## src/rtl/regfile_scoreboard_if.sv

```systemverilog
// Decode-side register-read, hazard, issue and write-back bundle.
// The decode stage is the master; the register file and scoreboard are the slave.
interface regfile_scoreboard_if;
  logic        reg1_read_i;
  logic [4:0]  reg1_addr_i;
  logic        reg2_read_i;
  logic [4:0]  reg2_addr_i;
  logic [31:0] reg1_data_o;
  logic [31:0] reg2_data_o;
  logic        stall_o;
  logic        issue_i;
  logic        issue_wreg_i;
  logic [4:0]  issue_wd_i;
  logic        wb_we_i;
  logic [4:0]  wb_addr_i;
  logic [31:0] wb_data_i;
  logic        busy_any_o;
  logic        err_o;

  modport master (
    output reg1_read_i, reg1_addr_i, reg2_read_i, reg2_addr_i,
           issue_i, issue_wreg_i, issue_wd_i, wb_we_i, wb_addr_i, wb_data_i,
    input  reg1_data_o, reg2_data_o, stall_o, busy_any_o, err_o
  );

  modport slave (
    input  reg1_read_i, reg1_addr_i, reg2_read_i, reg2_addr_i,
           issue_i, issue_wreg_i, issue_wd_i, wb_we_i, wb_addr_i, wb_data_i,
    output reg1_data_o, reg2_data_o, stall_o, busy_any_o, err_o
  );
endinterface

```

## src/rtl/regfile_scoreboard.sv

```systemverilog
// 32x32 register file with write bypass and a per-register pending-writer
// counter scoreboard that flags RAW hazards to decode.
module regfile_scoreboard #(
  parameter int PEND_W = 2
) (
  input logic               clk,
  input logic               rst,
  regfile_scoreboard_if.slave rf
);

  localparam logic [PEND_W-1:0] PEND_MAX = '1;
  localparam logic [PEND_W-1:0] PEND_ONE = PEND_W'(1);

  logic [31:0]       regs_q [32];
  logic [PEND_W-1:0] pend_q [32];
  logic [PEND_W-1:0] pend_d [32];
  logic              busy_any_q, busy_any_d;
  logic              err_q, err_d;
  logic              do_issue, do_wb;
  logic              haz1, haz2;

  assign do_issue = rf.issue_i && rf.issue_wreg_i && (rf.issue_wd_i != 5'd0);
  assign do_wb    = rf.wb_we_i && (rf.wb_addr_i != 5'd0);

  // NOTE: every variable gets a default at the top of always_comb so no path
  // leaves it unassigned, which would otherwise infer a latch.
  always_comb begin
    pend_d     = pend_q;
    err_d      = err_q;
    busy_any_d = 1'b0;
    // An issue and a retire on the same register cancel out.
    if (!(do_issue && do_wb && rf.issue_wd_i == rf.wb_addr_i)) begin
      if (do_issue) begin
        if (pend_q[rf.issue_wd_i] == PEND_MAX) err_d = 1'b1;
        else pend_d[rf.issue_wd_i] = pend_q[rf.issue_wd_i] + PEND_ONE;
      end
      if (do_wb) begin
        if (pend_q[rf.wb_addr_i] == '0) err_d = 1'b1;
        else pend_d[rf.wb_addr_i] = pend_q[rf.wb_addr_i] - PEND_ONE;
      end
    end
    for (int i = 0; i < 32; i++) begin
      busy_any_d = busy_any_d | (pend_d[i] != '0);
    end
  end

  // NOTE: reset is synchronous and clears the whole array, so the register
  // storage cannot map onto a RAM macro; this is intentional for a 32-entry file.
  always_ff @(posedge clk) begin
    if (rst) begin
      for (int i = 0; i < 32; i++) begin
        regs_q[i] <= '0;
        pend_q[i] <= '0;
      end
      busy_any_q <= 1'b0;
      err_q      <= 1'b0;
    end else begin
      if (do_wb) regs_q[rf.wb_addr_i] <= rf.wb_data_i;
      pend_q     <= pend_d;
      busy_any_q <= busy_any_d;
      err_q      <= err_d;
    end
  end

  always_comb begin
    rf.reg1_data_o = 32'd0;
    if (rf.reg1_read_i && rf.reg1_addr_i != 5'd0) begin
      if (rf.wb_we_i && rf.wb_addr_i == rf.reg1_addr_i) rf.reg1_data_o = rf.wb_data_i;
      else rf.reg1_data_o = regs_q[rf.reg1_addr_i];
    end
  end

  always_comb begin
    rf.reg2_data_o = 32'd0;
    if (rf.reg2_read_i && rf.reg2_addr_i != 5'd0) begin
      if (rf.wb_we_i && rf.wb_addr_i == rf.reg2_addr_i) rf.reg2_data_o = rf.wb_data_i;
      else rf.reg2_data_o = regs_q[rf.reg2_addr_i];
    end
  end

  // A single outstanding writer retiring this cycle is covered by the bypass.
  assign haz1 = rf.reg1_read_i && (rf.reg1_addr_i != 5'd0) && (pend_q[rf.reg1_addr_i] != '0)
             && !(rf.wb_we_i && rf.wb_addr_i == rf.reg1_addr_i && pend_q[rf.reg1_addr_i] == PEND_ONE);
  assign haz2 = rf.reg2_read_i && (rf.reg2_addr_i != 5'd0) && (pend_q[rf.reg2_addr_i] != '0)
             && !(rf.wb_we_i && rf.wb_addr_i == rf.reg2_addr_i && pend_q[rf.reg2_addr_i] == PEND_ONE);

  assign rf.stall_o    = haz1 | haz2;
  assign rf.busy_any_o = busy_any_q;
  assign rf.err_o      = err_q;

endmodule
```

## src/flat_wrapper.sv

```systemverilog
// flat-port wrapper written by rule: the top's interface ports become plain ports
module regfile_scoreboard_flat 
#(
  parameter int PEND_W = 2
)
  (clk, rst, rf_reg1_read_i, rf_reg1_addr_i, rf_reg2_read_i, rf_reg2_addr_i, rf_issue_i, rf_issue_wreg_i, rf_issue_wd_i, rf_wb_we_i, rf_wb_addr_i, rf_wb_data_i, rf_reg1_data_o, rf_reg2_data_o, rf_stall_o, rf_busy_any_o, rf_err_o);
  regfile_scoreboard_if rf_i ();
  input logic clk;
  input logic rst;
  input wire logic [$bits(rf_i.reg1_read_i)-1:0] rf_reg1_read_i;
  input wire logic [$bits(rf_i.reg1_addr_i)-1:0] rf_reg1_addr_i;
  input wire logic [$bits(rf_i.reg2_read_i)-1:0] rf_reg2_read_i;
  input wire logic [$bits(rf_i.reg2_addr_i)-1:0] rf_reg2_addr_i;
  input wire logic [$bits(rf_i.issue_i)-1:0] rf_issue_i;
  input wire logic [$bits(rf_i.issue_wreg_i)-1:0] rf_issue_wreg_i;
  input wire logic [$bits(rf_i.issue_wd_i)-1:0] rf_issue_wd_i;
  input wire logic [$bits(rf_i.wb_we_i)-1:0] rf_wb_we_i;
  input wire logic [$bits(rf_i.wb_addr_i)-1:0] rf_wb_addr_i;
  input wire logic [$bits(rf_i.wb_data_i)-1:0] rf_wb_data_i;
  output wire logic [$bits(rf_i.reg1_data_o)-1:0] rf_reg1_data_o;
  output wire logic [$bits(rf_i.reg2_data_o)-1:0] rf_reg2_data_o;
  output wire logic [$bits(rf_i.stall_o)-1:0] rf_stall_o;
  output wire logic [$bits(rf_i.busy_any_o)-1:0] rf_busy_any_o;
  output wire logic [$bits(rf_i.err_o)-1:0] rf_err_o;
  assign rf_i.reg1_read_i = rf_reg1_read_i;
  assign rf_i.reg1_addr_i = rf_reg1_addr_i;
  assign rf_i.reg2_read_i = rf_reg2_read_i;
  assign rf_i.reg2_addr_i = rf_reg2_addr_i;
  assign rf_i.issue_i = rf_issue_i;
  assign rf_i.issue_wreg_i = rf_issue_wreg_i;
  assign rf_i.issue_wd_i = rf_issue_wd_i;
  assign rf_i.wb_we_i = rf_wb_we_i;
  assign rf_i.wb_addr_i = rf_wb_addr_i;
  assign rf_i.wb_data_i = rf_wb_data_i;
  assign rf_reg1_data_o = rf_i.reg1_data_o;
  assign rf_reg2_data_o = rf_i.reg2_data_o;
  assign rf_stall_o = rf_i.stall_o;
  assign rf_busy_any_o = rf_i.busy_any_o;
  assign rf_err_o = rf_i.err_o;
  regfile_scoreboard #(.PEND_W(PEND_W)) u_core (.clk(clk), .rst(rst), .rf(rf_i));
endmodule
```

## config.mk

```make
export PLATFORM = sky130hd
export DESIGN_NAME = regfile_scoreboard_flat
export DESIGN_NICKNAME = d
export VERILOG_FILES = /design/src/rtl/regfile_scoreboard_if.sv /design/src/rtl/regfile_scoreboard.sv /design/src/flat_wrapper.sv
export SDC_FILE = /design/constraint.sdc
export NUM_CORES = 2
export LEC_CHECK = 0
export BUFFER_PORTS_ARGS = -buffer_cell sky130_fd_sc_hd__buf_2
export CORE_ASPECT_RATIO = 1.1
export CORE_MARGIN = 2
export CORE_UTILIZATION = 65
export CTS_CLUSTER_DIAMETER = 40
export DETAILED_ROUTE_END_ITERATION = 10
export PLACE_DENSITY_LB_ADDON = 0.05
export SYNTH_ARGS = -nofsm -noshare
export SYNTH_HDL_FRONTEND = slang
export SYNTH_SLANG_ARGS = --single-unit
```

## constraint.sdc

```tcl
create_clock -name clk -period 8.6 [get_ports clk]
set_input_delay 0.86 -clock clk [delete_from_list [all_inputs] [get_ports clk]]
set_output_delay 0.86 -clock clk [all_outputs]
set_load 0.05 [all_outputs]
```

==> impl_metrics.json <==
{
  "status": "finished clean",
  "number_of_global_route_vias_before_repair": 45000,
  "detail_route.wl_per_cell_um": 40.9,
  "coreArea_um2": 94200,
  "crit-reg2reg-launch": "u_core.pend_q[60]$_SDFF_PP0_",
  "cts_tree": "yes",
  "final_min_period_over_clock_period_pct": 71.7,
  "unrepaired_setup_endpoints_after_global_routing": "no",
  "whs_endpoint": "u_core.rf.err_o$_SDFFE_PP0N_",
  "synth-async-reset-ratio_pct": 0,
  "die_width_um": 298,
  "clkSinkCount": 1090,
  "synthesis.area_per_instance_um2": 13.8,
  "timing.hold.ws_ns": 0.481,
  "detail_route.first_pass.iterations": 8,
  "cts_hold_buf": 0,
  "initialDrtViolationCount": 8390,
  "grtUsageTotal_pct": 48.8,
  "num_io_pins": 126,
  "number_of_synthesized_register_bits": 1090,
  "holdCritStartpoint": "u_core.rf.err_o$_SDFFE_PP0N_",
  "antenna_found_initial": 35,
  "ant_nets": 0,
  "peakVddDrop_mv": 0.234,
  "finalSetupViolCount": 0,
  "hpwl_after_detailed_placement_um": 135000,
  "grt.overflow.total": 0,
  "portBuffers": 125,
  "final-max-slew-violation-count": 0,
  "areaGrowthSynthToFinish_pct": 10.5,
  "fin_nets": 4460,
  "drt_wl_total_um": 237000,
  "h-tree-depth": 4,
  "post_cts_resized": 0,
  "globalplace.congestion": 1.04,
  "clkSlewWorstSetupHoldPaths_ns": 0.06,
  "route.vias.total": 45800,
  "finClkSkew_ns": 0.0219,
  "layout-drive-gt1-share_pct": 25.5,
  "grt_pass1_wl_um": 329000,
  "cp_slowest_stage_delay_ns": 1.09,
  "final_hold_fails": 0,
  "leakagePower_uw": 0.0238,
  "floorplan.die.height_um": 327,
  "synth_seq_area_share_pct": 51.9,
  "tns_ns": 0,
  "critPathArrivalTime_ns": 5.30,
  "worst_slew_margin_rel_pct": 14.3,
  "count_of_flip_flops_with_a_built_in_enable_after_synthesis": 1024,
  "clock.fmax_ghz": 0.162,
  "worstMarginPinSlew_ns": 1.29,
  "min_period_ns": 6.16,
  "placement_rows": 118,
  "synth_area_um2": 61800,
  "cts_post_setup_buffers_inserted": 0,
  "drc": 0,
  "final_common_cell": "sky130_fd_sc_hd__edfxtp_1",
  "path_max_fanout": 38,
  "synth.lib_cells_used.distinct": 73,
  "timing.critical_path.cells": "buf_4 -> buf_4 -> nor2_1 -> nand2_4 -> o221ai_1 -> a221oi_1 -> a211oi_1 -> a21oi_1 -> nor2_1 -> buf_2",
  "reg2reg_capture_point": "u_core.rf.busy_any_o$_SDFF_PP0_",
  "rr_worst_depth": 16,
  "viasPerCell": 7.89,
  "clkLatencyLatePin_ns": 0.76,
  "worst_hold_path_type": "reg2reg",
  "worst-setup-path-type": "in2out",
  "synth_top_flop_cell": "sky130_fd_sc_hd__edfxtp_1",
  "die_footprint_um2": 97600,
  "reg2reg_slack_ns": 3.44,
  "type_of_element_launching_the_critical_path": "primary input",
  "clockBufferDepth": 3,
  "fillers": 6048,
  "critical-path-slowest-cell": "sky130_fd_sc_hd__a221oi_1",
  "initial_core_util_pct": 65.6,
  "critical_path_required_ns": 7.74,
  "hold-path-cell-count": 2,
  "clk_root_buffer_cell": "sky130_fd_sc_hd__clkbuf_16",
  "grt_max_degree": 104,
  "power_per_standard_cell_area_nw_per_um2": 205,
  "critPathCaptureType": "primary output",
  "cts_buffers": 138,
  "layout_common_cells": "1,024 x sky130_fd_sc_hd__edfxtp_1, 994 x sky130_fd_sc_hd__and2_1, 530 x sky130_fd_sc_hd__mux4_2",
  "drv_cap": 0,
  "yosys_warnings": 0,
  "synthCells": 4477
}
==> cells in the mapped netlist, drive strengths merged, types with 5 or more instances <==
cell type	instances	share of area (%)
and3	29	0.29
buf	116	0.88
nand4	15	0.15
and4	5	0.071
clkbuf	386	2.3
dfxtp	66	2.1
a41oi	19	0.27
nand3	26	0.21
nor3b	10	0.14
and3b	9	0.13
mux2	57	1.0
a32oi	17	0.24
xor2	13	0.18
mux4	530	19
a22oi	11	0.13
edfxtp	1024	50
nand3b	20	0.24
a211o	8	0.11
nand4b	5	0.071
inv	6	0.036
a31oi	31	0.31
a221oi	55	0.78
o31ai	8	0.097
o21ai	22	0.18
nor3	26	0.21
or3b	6	0.085
nor2	197	1.2
a21oi	81	0.66
o21a	7	0.085
nand2	68	0.41
mux2i	218	3.5
or3	7	0.071
and2	994	10
nor2b	19	0.19
or2	34	0.34
nor4	16	0.17
o211ai	34	0.42
nand2b	35	0.35
a211oi	78	0.95
o221ai	40	0.57
o32ai	8	0.11
a221o	12	0.19
o22ai	74	0.75
==> where the power goes <==
group | internal [µW] | total (µW) | switching [µW]
Sequential | 6080 | 6240 | 156
Combinational | 671 | 1850 | 1180
Clock | 3500 | 5880 | 2390
==> routing by layer <==
layer / global-route usage [%] / share of wire, %
met3: 16.6 / 16
met5: 0 / 0.057
met1: 61.1 / 31
met4: 34.9 / 8.3
met2: 71.7 / 45
==> through the flow <==
stage | setup slack (ns) | std cells | power, µW | util, % | area, µm²
2_1_floorplan | 3.58 | 4508 | 7450 | - | 61900
3_3_place_gp | 2.51 | 5519 | 8070 | 67.5 | 63600
3_5_place_dp | 2.51 | 5519 | 8110 | 67.5 | 63600
4_1_cts | 3.05 | 5768 | 13900 | 72.4 | 68200
5_1_grt | 2.68 | 5773 | 14200 | 72.4 | 68200
6_report | 2.44 | 5807 | 14000 | 72.5 | 68300
==> registers in the layout (all words and copies together), names as in the netlist <==
signal,cells
u_core.pend_q,64
u_core.rf.err_o,1
u_core.regs_q,1024
u_core.rf.busy_any_o,1
==> logic make-up after synthesis <==
group           synth area share (%)
buf+inv                         3.26
fa+ha+maj                     0.0405
xor+xnor                       0.213
other cells                  0.00607
flops                           51.9
mux                             23.9
compound gates                  6.11
simple gates                    14.6
==> worst max path at each step <==
stage / cells past startpoint / to / from / slack, ns
2_1_floorplan: 18 / u_core.rf.busy_any_o$_SDFF_PP0_ / rf_wb_addr_i[0] / 3.58
3_3_place_gp: 15 / u_core.rf.busy_any_o$_SDFF_PP0_ / rf_wb_addr_i[2] / 2.51
3_5_place_dp: 15 / u_core.rf.busy_any_o$_SDFF_PP0_ / rf_issue_wd_i[0] / 2.51
4_1_cts: 10 / rf_reg2_data_o[31] / rf_reg2_addr_i[2] / 3.05
5_1_grt: 10 / rf_reg2_data_o[31] / rf_reg2_addr_i[2] / 2.68
6_report: 10 / rf_reg2_data_o[31] / rf_reg2_addr_i[2] / 2.44
==> critical path, delay by kind of cell <==
family	cells	cell delay [ns]
AO/OA/AOI/OAI	4	1.83
buffers and inverters	3	1.41
AND/OR/NAND/NOR	3	1.05
==> area by class of cell <==
type	instances	area, µm²	share of cell area (%)
diodes	39	97.6	0.143
clock buffers	160	3640	5.33
clock inverters	89	977	1.43
inverters	6	22.5	0.0330
multi-input cells	2910	28200	41.3
flip-flops and latches	1090	32100	46.9
well taps	1260	1580	2.31
repair buffers	253	1730	2.53
(Power assumes the default switching activity.)
